==> src/rtl/hdmi_period_scheduler_if.sv <==
// hdmi_period_scheduler_if: run control, pixel handshake and timing outputs of the HDMI period scheduler.
interface hdmi_period_scheduler_if;
    logic       en_i;
    logic       px_valid_i;
    logic       clr_i;
    logic       px_req_o;
    logic [1:0] period_o;
    logic [3:0] ctl_o;
    logic       h_sync_o;
    logic       v_sync_o;
    logic       frame_start_o;
    logic       busy_o;
    logic       underflow_o;
    modport master (
        output en_i, px_valid_i, clr_i,
        input  px_req_o, period_o, ctl_o, h_sync_o, v_sync_o, frame_start_o, busy_o, underflow_o
    );
    modport slave (
        input  en_i, px_valid_i, clr_i,
        output px_req_o, period_o, ctl_o, h_sync_o, v_sync_o, frame_start_o, busy_o, underflow_o
    );
endinterface

==> src/rtl/hdmi_period_scheduler.sv <==
// hdmi_period_scheduler: raster counters plus registered per-cycle CTRL/PREAMBLE/GUARD/VIDEO scheduling.
// Starts and stops only on frame boundaries; all outputs lag the counters by one cycle.
module hdmi_period_scheduler #(
    parameter int X_RES  = 1920,
    parameter int Y_RES  = 1080,
    parameter int H_FP   = 88,
    parameter int H_SYNC = 44,
    parameter int H_BP   = 148,
    parameter int V_FP   = 4,
    parameter int V_SYNC = 5,
    parameter int V_BP   = 36,
    parameter bit HS_POL = 1'b1,
    parameter bit VS_POL = 1'b1
) (
    input logic                    clk_i,
    input logic                    rst_i,
    hdmi_period_scheduler_if.slave bus
);
    localparam int H_TOTAL = X_RES + H_FP + H_SYNC + H_BP;
    localparam int V_TOTAL = Y_RES + V_FP + V_SYNC + V_BP;
    localparam int HW = $clog2(H_TOTAL);
    localparam int VW = $clog2(V_TOTAL);
    localparam logic [1:0] IDLE = 2'd0, RUN = 2'd1, STOP_PEND = 2'd2;
    localparam logic [1:0] P_CTRL = 2'd0, P_PRE = 2'd1, P_GUARD = 2'd2, P_VIDEO = 2'd3;

    logic [1:0]    state_q, state_d;
    logic [HW-1:0] h_q, h_d;
    logic [VW-1:0] v_q, v_d;
    logic [1:0]    period_q, period_d;
    logic [3:0]    ctl_q, ctl_d;
    logic          px_req_q, px_req_d;
    logic          h_sync_q, h_sync_d;
    logic          v_sync_q, v_sync_d;
    logic          frame_start_q, frame_start_d;
    logic          busy_q, busy_d;
    logic          underflow_q, underflow_d;
    logic          run, h_last, v_last, active, next_active, hs_act, vs_act;

    always_comb begin
        run         = state_q != IDLE;
        h_last      = h_q == HW'(H_TOTAL - 1);
        v_last      = v_q == VW'(V_TOTAL - 1);
        active      = h_q < HW'(X_RES) && v_q < VW'(Y_RES);
        // Preamble/guard lead into the next line, so they depend on whether that line is active.
        next_active = v_q < VW'(Y_RES - 1) || v_last;
        hs_act      = h_q >= HW'(X_RES + H_FP) && h_q <= HW'(X_RES + H_FP + H_SYNC - 1);
        vs_act      = v_q >= VW'(Y_RES + V_FP) && v_q <= VW'(Y_RES + V_FP + V_SYNC - 1);
        h_d         = !run || h_last ? '0 : h_q + HW'(1);
        v_d         = !run ? '0 : h_last ? (v_last ? '0 : v_q + VW'(1)) : v_q;
        state_d     = state_q == IDLE ? (bus.en_i ? RUN : IDLE) :
                      bus.en_i ? RUN :
                      state_q == STOP_PEND && h_last && v_last ? IDLE : STOP_PEND;
        period_d    = !run ? P_CTRL :
                      active ? P_VIDEO :
                      next_active && h_q >= HW'(H_TOTAL - 10) && h_q <= HW'(H_TOTAL - 3) ? P_PRE :
                      next_active && h_q >= HW'(H_TOTAL - 2) ? P_GUARD : P_CTRL;
        px_req_d      = period_d == P_VIDEO;
        ctl_d         = {3'b000, period_d == P_PRE};
        h_sync_d      = run && hs_act ? HS_POL : !HS_POL;
        v_sync_d      = run && vs_act ? VS_POL : !VS_POL;
        frame_start_d = run && h_q == '0 && v_q == '0;
        busy_d        = run;
        // A fresh underflow outranks a simultaneous clear.
        underflow_d   = (px_req_q && !bus.px_valid_i) || (underflow_q && !bus.clr_i);
    end

    always_ff @(posedge clk_i or posedge rst_i) begin
        if (rst_i) begin
            state_q       <= IDLE;
            h_q           <= '0;
            v_q           <= '0;
            period_q      <= P_CTRL;
            ctl_q         <= '0;
            px_req_q      <= 1'b0;
            h_sync_q      <= !HS_POL;
            v_sync_q      <= !VS_POL;
            frame_start_q <= 1'b0;
            busy_q        <= 1'b0;
            underflow_q   <= 1'b0;
        end else begin
            state_q       <= state_d;
            h_q           <= h_d;
            v_q           <= v_d;
            period_q      <= period_d;
            ctl_q         <= ctl_d;
            px_req_q      <= px_req_d;
            h_sync_q      <= h_sync_d;
            v_sync_q      <= v_sync_d;
            frame_start_q <= frame_start_d;
            busy_q        <= busy_d;
            underflow_q   <= underflow_d;
        end
    end

    assign bus.px_req_o      = px_req_q;
    assign bus.period_o      = period_q;
    assign bus.ctl_o         = ctl_q;
    assign bus.h_sync_o      = h_sync_q;
    assign bus.v_sync_o      = v_sync_q;
    assign bus.frame_start_o = frame_start_q;
    assign bus.busy_o        = busy_q;
    assign bus.underflow_o   = underflow_q;
endmodule

==> src/flat_wrapper.sv <==
// flat-port wrapper written by rule: the top's interface ports become plain ports
module hdmi_period_scheduler_flat 
#(
    parameter int X_RES  = 1920,
    parameter int Y_RES  = 1080,
    parameter int H_FP   = 88,
    parameter int H_SYNC = 44,
    parameter int H_BP   = 148,
    parameter int V_FP   = 4,
    parameter int V_SYNC = 5,
    parameter int V_BP   = 36,
    parameter bit HS_POL = 1'b1,
    parameter bit VS_POL = 1'b1
)
  (clk_i, rst_i, bus_en_i, bus_px_valid_i, bus_clr_i, bus_px_req_o, bus_period_o, bus_ctl_o, bus_h_sync_o, bus_v_sync_o, bus_frame_start_o, bus_busy_o, bus_underflow_o);
  hdmi_period_scheduler_if bus_i ();
  input logic clk_i;
  input logic rst_i;
  input wire logic [$bits(bus_i.en_i)-1:0] bus_en_i;
  input wire logic [$bits(bus_i.px_valid_i)-1:0] bus_px_valid_i;
  input wire logic [$bits(bus_i.clr_i)-1:0] bus_clr_i;
  output wire logic [$bits(bus_i.px_req_o)-1:0] bus_px_req_o;
  output wire logic [$bits(bus_i.period_o)-1:0] bus_period_o;
  output wire logic [$bits(bus_i.ctl_o)-1:0] bus_ctl_o;
  output wire logic [$bits(bus_i.h_sync_o)-1:0] bus_h_sync_o;
  output wire logic [$bits(bus_i.v_sync_o)-1:0] bus_v_sync_o;
  output wire logic [$bits(bus_i.frame_start_o)-1:0] bus_frame_start_o;
  output wire logic [$bits(bus_i.busy_o)-1:0] bus_busy_o;
  output wire logic [$bits(bus_i.underflow_o)-1:0] bus_underflow_o;
  assign bus_i.en_i = bus_en_i;
  assign bus_i.px_valid_i = bus_px_valid_i;
  assign bus_i.clr_i = bus_clr_i;
  assign bus_px_req_o = bus_i.px_req_o;
  assign bus_period_o = bus_i.period_o;
  assign bus_ctl_o = bus_i.ctl_o;
  assign bus_h_sync_o = bus_i.h_sync_o;
  assign bus_v_sync_o = bus_i.v_sync_o;
  assign bus_frame_start_o = bus_i.frame_start_o;
  assign bus_busy_o = bus_i.busy_o;
  assign bus_underflow_o = bus_i.underflow_o;
  hdmi_period_scheduler #(.X_RES(X_RES), .Y_RES(Y_RES), .H_FP(H_FP), .H_SYNC(H_SYNC), .H_BP(H_BP), .V_FP(V_FP), .V_SYNC(V_SYNC), .V_BP(V_BP), .HS_POL(HS_POL), .VS_POL(VS_POL)) u_core (.clk_i(clk_i), .rst_i(rst_i), .bus(bus_i));
endmodule
==> config.mk <==
export PLATFORM = sky130hd
export DESIGN_NAME = hdmi_period_scheduler_flat
export DESIGN_NICKNAME = d
export VERILOG_FILES = /design/src/rtl/hdmi_period_scheduler_if.sv /design/src/rtl/hdmi_period_scheduler.sv /design/src/flat_wrapper.sv
export SDC_FILE = /design/constraint.sdc
export NUM_CORES = 1
export LEC_CHECK = 0
export CORE_MARGIN = 1
export CORE_UTILIZATION = 45
export CTS_CLUSTER_SIZE = 30
export DETAILED_ROUTE_END_ITERATION = 12
export PLACE_DENSITY = 0.75
export SYNTH_ARGS = -nofsm -noshare
export SYNTH_HDL_FRONTEND = slang
export SYNTH_SLANG_ARGS = --single-unit
export TNS_END_PERCENT = 5
==> constraint.sdc <==
create_clock -name clk_i -period 2.5 [get_ports clk_i]
set_input_delay 0.375 -clock clk_i [delete_from_list [all_inputs] [get_ports clk_i]]
set_output_delay 0.375 -clock clk_i [all_outputs]
set_load 0.01 [all_outputs]
-- Yosys cells after proc, flatten, opt, wreduce, memory -nomap -nowiden
Index checks and enable logic that the tools add are counted.
- register bits after elaboration: 34
- input bits: 5
- word-level logic and storage cells: 67
- add/sub/neg operators: 2
- reductions and logical operators: 24
- order comparisons: 10
- equality and inequality tests: 6
- muxes and demuxes: 14
- operator list (cell ; number):
    $mux 11 ; 3
    $ge 12x12->1 const B ; 2
    $le 12x12->1 const B ; 2
    $lt 11x11->1 const B ; 2
    $logic_and 1x1->1 ; 14
    $mux 2 ; 7
    $add 12x1->12 const B ; 1
    $eq 12x12->1 const B ; 1
    $ge 12x11->1 const B ; 1
    $logic_not 12->1 ; 1
    $lt 12x11->1 const B ; 1
    $mux 12 ; 1
    $add 11x1->11 const B ; 1
    $eq 11x11->1 const B ; 1
    $ge 11x11->1 const B ; 1
    $le 11x11->1 const B ; 1
    $logic_not 11->1 ; 1
    $eq 2x2->1 const B ; 2
    $logic_not 1->1 ; 3
    $logic_or 1x1->1 ; 3
    $mux 1 ; 3
    $eq 2x1->1 const B ; 1
    $logic_not 2->1 ; 1
    $ne 2x2->1 const B ; 1
    $reduce_bool 2->1 ; 1

-- Logic depth before layout (Yosys ltp)
Gate-level depths: netlist of run 1.
- depth in word-level cells: 8
- mapped depth: 7
- gate-level depth less buffers: 6

-- Least setup slack after synthesis of run 1
Ideal clock, no wire load.
- kind: register to register
- start: reg u_core.h_q[0]
- end: reg u_core.v_q[10]
- buffers on the path: 1
- data required time: 2.374 ns
- setup time: 0.126 ns
- arrival time: 1.653 ns
- cell stages (with the launch flop): 7
- clock period less this slack: 1.779 ns
- path slack: 0.721 ns
- cells stage by stage: dfrtp_1 > ha_1 > and4_1 > and4_1 > and3_1 > buf_2 > a221o_1
- longest elaborated chain between the ends: 2
- RTL lines (element ; RTL line ; text):
    start, declared ; hdmi_period_scheduler.sv:27 ; logic [HW-1:0] h_q, h_d;
    start signal, assigned ; hdmi_period_scheduler.sv:70 ; h_q <= '0;
    start signal, assigned ; hdmi_period_scheduler.sv:82 ; h_q <= h_d;
    $eq 12x12->1 ; hdmi_period_scheduler.sv:41 ; h_last = h_q == HW'(H_TOTAL - 1);
    $ne 2x2->1 (no source line) ; n/a ;
    end signal, assigned ; hdmi_period_scheduler.sv:83 ; v_q <= v_d;
    end, declared ; hdmi_period_scheduler.sv:28 ; logic [VW-1:0] v_q, v_d;
Every way passes these cells.
A chain may end at the register's enable or synchronous reset.

-- Worst setup path in the final report of run 1
- start: reg u_core.v_q[0]
- end: reg u_core.v_q[6]
- longest elaborated chain between the ends: 4
- elaborated cells on any way between the ends: 5
- classes of those cells: 1 x add/sub; 1 x eq/ne; 3 x mux
- RTL lines (element ; RTL line ; text):
    $add 11x1->11 or $eq 11x11->1 (tied branches) ; hdmi_period_scheduler.sv:49, hdmi_period_scheduler.sv:42 ;
    $mux 11 (*) (3 in a row) ; hdmi_period_scheduler.sv:49 ; v_d = !run ? '0 : h_last ? (v_last ? '0 : v_q + VW'(1)) : v_q;
Mark *: on every way between the ends. The rest lies on a longest branch, timed or not. The select of a mux whose other input is x is not followed.

==> reports/qor.yml, run 1 <==
pwr:
  comb_power_share: 0.148
  clkPwrFrac: 0.329
  internal_power_mw: 0.868
  ir_drop_uv: 199
  design_power_total_mw: 1.19
  power.switching_mw: 0.325
  p_seq_frac: 0.523
  power_switching_share: 0.272
  p_per_area_nw_per_um2: 547
  leakage_nw: 0.951
setup_path:
  start_kind: "flip-flop"
  slowest_delay_ps: 420
  cp_max_fo: 9
  cp_data_arrival_time_ps: 2120
  cp_slowest_cell: "dfrtp_1"
  end_kind: "flip-flop"
  cp_top_family: "compound AO/OA/AOI/OAI gates"
  crit_required_ps: 2670
  crit_type: "flip-flop to flip-flop"
  path_cells: "inv_1 > ha_1 > nor3b_2 > a31oi_2 > o21ai_1 > o41ai_1"
  crit_buf_inv: 1
yosys:
  synth_top_area_share: 0.429
  ys_ff_latch: 34
  synth_flop_cell: "dfrtp_1"
  synth.distinct_cells: 50
  yosys-top-cells-count: "dfrtp_1 (34), nor2_1 (28), nand3_1 (15)"
  synth_edf_count: 0
  yosysTopAreaCell: "dfrtp_1"
  yosysMostFrequentCell: "dfrtp_1"
  synth_area_um2: 1980
  ys_seq_area_frac: 0.429
  synth_warnings: 0
  synthArstFlopShare: 1.00
  synth_cells: 210
  synth.avg_cell_area_um2: 9.45
  ys_top_cells_by_area: "dfrtp_1 (43%), nor2_1 (5.3%), ha_1 (4.4%)"
timing:
  worstMarginPinSlew_ps: 497
  period_share: 0.781
  max-slew-margin-rel: 0.666
  finalHoldViolations: 0
  rsz0062_at_grt: "no"
  timing.fmax_mhz: 512
  slew_viol_final: 0
  finClkSkew_ps: 5.53
  min_period_ps: 1950
  tns_ps: 0
  setup_viol: 0
cts:
  cts_resized: 0
  clock-sinks: 34
  clk_pin_slew_worst_paths_ps: 60
  postCtsSetupRepairBufs: 0
  cts_max_path_buffers: 2
  tritoncts: "done"
  insertion_delay_ps: 290
  htree_levels: 2
  cts_hold_buf: 0
  cts_buffers: 5
  cts_root_buf: "clkbuf_8"
status:
  status: "completed"
run:
  cap_violations: 0
floorplanning:
  die_area_um2: 4680
  die_w_um: 68.4
  core_um2: 4120
  rows: 23
  num_io_pins: 17
  initial_utilization: 0.482
  die_y_um: 68.4
placed_design:
  place_inst: 261
  gp_congestion: 0.869
  port_buffers: 13
  dp_hpwl_um: 2800
drt:
  routedWlPerCell_um: 15.0
  wl_met1_um: 1890
  first_iter_violations: 103
  top_layer: "met4"
  drt_wl_total_um: 4020
  dr.pass1.iters: 4
  vias: 1565
  ant_nets: 0
  met2WireLength_um: 1820
  drc_errors: 0
  drt-vias-per-instance: 5.86
  routed-wl-met3_um: 224
global_route:
  grt_pass1_wl_um: 6760
  antenna_found_initial: 0
  grt_max_degree: 35
  grt_remaining_overflow: 0
  track_usage: 0.196
  grt_pass1_vias: 1480
finish:
  fin_cells: 267
  antenna_cells: 0
  drive_gt1_frac: 0.0876
  area_growth_pct: 9.84
  utilization: 0.530
  nets: 230
worst_hold_path:
  hold_class: "input port to asynchronous set/reset pin"
[power by group through the flow]
stage / sequential [mW] / combinational, mW / clock, mW
3_3_place_gp: 0.632 / 0.170 / 0
4_1_cts: 0.624 / 0.177 / 0.399
5_1_grt: 0.630 / 0.203 / 0.423
3_5_place_dp: 0.634 / 0.173 / 0
2_1_floorplan: 0.614 / 0.137 / 0
6_report: 0.624 / 0.176 / 0.392
[path summary, 6_finish.rpt]
kind	startpoint	to	slack [ps]	cells past startpoint
worst max-delay path	u_core.v_q[0]	u_core.v_q[6]	550	6
worst max register to register	u_core.v_q[0]	u_core.v_q[6]	550	6
worst min-delay path	rst_i	u_core.v_q[3]	480	3
max in group asynchronous	rst_i	u_core.state_q[1]	1710	3
min in group clk_i	u_core.h_q[0]	u_core.h_q[0]	520	1
worst min register to register	u_core.h_q[0]	u_core.h_q[0]	520	1
[sequential cells by signal (all words and copies together) (netlist names)]
signal / flops
u_core.h_q: 12
u_core.v_q: 11
u_core.bus.period_o: 2
u_core.state_q: 2
u_core.bus.busy_o: 1
u_core.bus.ctl_o: 1
u_core.bus.frame_start_o: 1
u_core.bus.h_sync_o: 1
u_core.bus.px_req_o: 1
u_core.bus.underflow_o: 1
u_core.bus.v_sync_o: 1
[cells by family after synthesis]
group	count (synthesis)	synth area share
other cells	1	0.00189
xor+xnor	10	0.0441
simple gates	94	0.259
flops	34	0.429
compound gates	35	0.146
fa+ha+maj	7	0.0441
buf+inv	29	0.0763
[through the flow]
step                hold slack, ps  instance area, um^2  setup WS, ps
floorplan                      406                 1990           721
global route                   536                 2180           357
finish                         478                 2180           548
detailed placement             517                 2100           554
CTS                            498                 2180           529
global placement               504                 2100           624
[cells in the final DEF (no fill, tap or decap), types with 2 or more instances in the layout]
cell type / Yosys / routed
a32oi_1: 3 / 3
nand2_1: 11 / 11
nor3_1: 6 / 6
a221o_1: 5 / 5
or4_1: 2 / 2
nand2_2: 2 / 2
a21oi_1: 5 / 5
and3_1: 8 / 8
xnor2_1: 9 / 9
ha_1: 7 / 7
o31ai_1: 2 / 2
and4_1: 2 / 2
buf_4: 7 / 2
clkbuf_8: 0 / 6
clkdlybuf4s50_1: 0 / 13
o41ai_1: 2 / 2
nor4_1: 3 / 3
nor2_1: 28 / 28
nand4_1: 3 / 3
or3_1: 2 / 2
nand3_1: 15 / 15
o21ai_0: 5 / 5
conb_1: 1 / 3
inv_1: 13 / 13
nor3_2: 2 / 2
nand2b_1: 2 / 2
dfrtp_1: 34 / 34
[metal layers]
layer | GRT usage | up-vias
li1 | - | 754
met5 | 0 | -
met3 | 0.0483 | 9
met2 | 0.306 | 41
met4 | 0.0938 | 0
met1 | 0.250 | 761
[layout make-up]
class                   instances  area (um^2)
clock buffers                   6         82.6
fillers                       388         1940
inverters                      13         48.8
repair buffers                 15          145
flip-flops and latches         34          851
multi-input cells             149          990
well taps                      50         62.6
[worst reg2reg max path, stage by stage (launching register included)]
cell	delay [ps]
dfrtp_1	420
inv_1	60
ha_1	190
nor3b_2	180
a31oi_2	420
o21ai_1	190
o41ai_1	360
Note: power is estimated with default switching activity, not from simulation.
==> run 2: changes to the inputs <==
==> constraint.sdc (replaced) <==
create_clock -name clk_i -period 2 [get_ports clk_i]
set_input_delay 0.3 -clock clk_i [delete_from_list [all_inputs] [get_ports clk_i]]
set_output_delay 0.3 -clock clk_i [all_outputs]
set_load 0.01 [all_outputs]
==> run 2 against run 1 <==
  * Sequential power is 23% higher
  * Critical path depth is 1 higher
  * Total power is 28% higher
  * Flip-flop and latch count stayed put
  * Combinational power is 38% higher
  * Routed wire length is 0.40% higher
  * Critical path type unchanged
  * Clock-buffer cell count is 1 higher
  * Largest power group unchanged
  * Clock power is 32% higher
==> reports/qor.yml, run 2 (same netlist as run 1, synthesis figures left out) <==
cts:
  htree_levels: 2  # unchanged
  cts_root_buf: "clkbuf_8"
  cts_buffers: 5  # unchanged
  clock-sinks: 34  # unchanged
  postCtsSetupRepairBufs: 0  # unchanged
  cts_hold_buf: 0  # unchanged
  cts_resized: 0  # unchanged
  cts_max_path_buffers: 2  # unchanged
  insertion_delay_ps: 290  # about the same
  clk_pin_slew_worst_paths_ps: 70  # about the same
  tritoncts: "done"
pwr:
  ir_drop_uv: 349  # +75%
  p_per_area_nw_per_um2: 679  # +24%
  leakage_nw: 1.00  # +5.2%
status:
  status: "completed"
timing:
  finClkSkew_ps: 7.07  # +1.54 ps
  whs_ps: 396  # -81.7 ps
  finalHoldViolations: 0  # unchanged
  slew_viol_final: 0  # unchanged
  rsz0062_at_grt: "no"
  min_period_ps: 1900  # -54.7 ps
  setup_ws_ps: 102  # -445 ps
  tns_ps: 0  # unchanged
  setup_viol: 0  # unchanged
  period_share: 0.949  # +0.168
  timing.fmax_mhz: 527  # +2.9%
floorplanning:
  core_um2: 4120  # unchanged
  rows: 23  # unchanged
  die_y_um: 68.4  # unchanged
  num_io_pins: 17  # unchanged
  initial_utilization: 0.482  # unchanged
  die_area_um2: 4680  # unchanged
  die_w_um: 68.4  # unchanged
finish:
  area_growth_pct: 13.7
  top_regs: "u_core.h_q x12, u_core.v_q x11"
  final_common_cell: "dfrtp_1"
  antenna_cells: 0  # unchanged
  nets: 239  # +3.9%
  largest_reg_flops: 12  # unchanged
  fin_cells: 278  # +4.1%
  final_cell_mix: "dfrtp_1 (34), nor2_1 (28), nand3_1 (15), inv_1 (13), clkdlybuf4s50_1 (13)"
  utilization: 0.548  # +0.0185
  drive_gt1_frac: 0.127  # +0.0396
  fill_cells: 376  # -3.1%
  largest_register: "u_core.h_q"
drt:
  first_iter_violations: 121  # +17%
  ant_nets: 0  # unchanged
  vias: 1588  # +1.5%
  drt-vias-per-instance: 5.71  # -2.5%
  routedWlPerCell_um: 14.5  # -3.6%
  dr.pass1.iters: 4  # unchanged
  drt_wl_total_um: 4030  # +0.40%
  drc_errors: 0  # unchanged
worst_hold_path:
  hold_class: "input port to asynchronous set/reset pin"
global_route:
  grt_remaining_overflow: 0  # unchanged
  track_usage: 0.202  # +0.00603
  grt_pass1_wl_um: 6670  # -1.3%
  grt_pass1_vias: 1442  # -2.6%
  grt_max_degree: 35  # unchanged
  antenna_found_initial: 0  # unchanged
setup_path:
  rr_worst_depth: 7  # +1
  crit_required_ps: 2170  # -500 ps
  cp_data_arrival_time_ps: 2070  # -50 ps
  start_kind: "flip-flop"
  cp_max_fo: 6  # -3
  end_kind: "flip-flop"
  crit_type: "flip-flop to flip-flop"
placed_design:
  pre_cts_ws_ps: 155  # -399 ps
  port_buffers: 13  # unchanged
  place_inst: 270  # +3.4%
  gp_congestion: 0.890  # +2.5%
  dp_hpwl_um: 2940  # +5.0%
run:
  cap_violations: 0  # unchanged
## run 2: cell types whose count changed in the layout (fill, tap and decap cells not counted)
cell | previous run | this run
buf_4 | 2 | 11
clkbuf_1 | 0 | 1
clkinv_2 | 0 | 1
## run 2: path summary, 6_finish.rpt
path	startpoint	end	slack (ps)
setup / recovery	u_core.v_q[0]	u_core.v_q[3]	100
hold / removal	rst_i	u_core.v_q[5]	400
setup reg to reg	u_core.v_q[0]	u_core.v_q[3]	100
hold reg to reg	u_core.h_q[0]	u_core.h_q[0]	510
max in group asynchronous	rst_i	u_core.v_q[6]	1300
min in group clk_i	u_core.h_q[0]	u_core.h_q[0]	510
## run 2: final cells by class
cell class	instances	area, um^2	share of cell area
flip-flops and latches	34	851	0.377
repair buffers	24	213	0.0943
clock inverters	1	5.00	0.00222
well taps	50	62.6	0.0277
clock buffers	7	86.3	0.0383
inverters	13	48.8	0.0216
multi-input cells	149	990	0.439
## run 2: per-layer routing
layer | share of wire | track usage | up-vias
li1 | - | - | 775
met4 | 0.025 | 0.122 | 0
met5 | 0 | 0 | -
met1 | 0.48 | 0.255 | 772
met2 | 0.46 | 0.300 | 31
met3 | 0.034 | 0.0600 | 10
## run 2: worst max-delay path, cell delays in order, from the launching register on
cell and delay (ps):
dfrtp_1 430, inv_1 80, ha_1 150, nor3b_2 250, buf_4 180, nand3_1 100
and3_1 270, a221o_1 320
## run 2: report_power, final
| part | leakage [nW] | switching (mW) | internal, mW |
|---|---|---|---|
| clock network | 0.0482 | 0.242 | 0.277 |
| logic | 0.503 | 0.138 | 0.104 |
| registers | 0.450 | 0.0434 | 0.727 |
## run 2: metrics by stage
step / area (um^2) / total power [mW]
floorplan: 1990 / 0.939
global placement: 2160 / 1.02
detailed placement: 2160 / 1.03
CTS: 2260 / 1.55
global route: 2260 / 1.62
finish: 2260 / 1.53
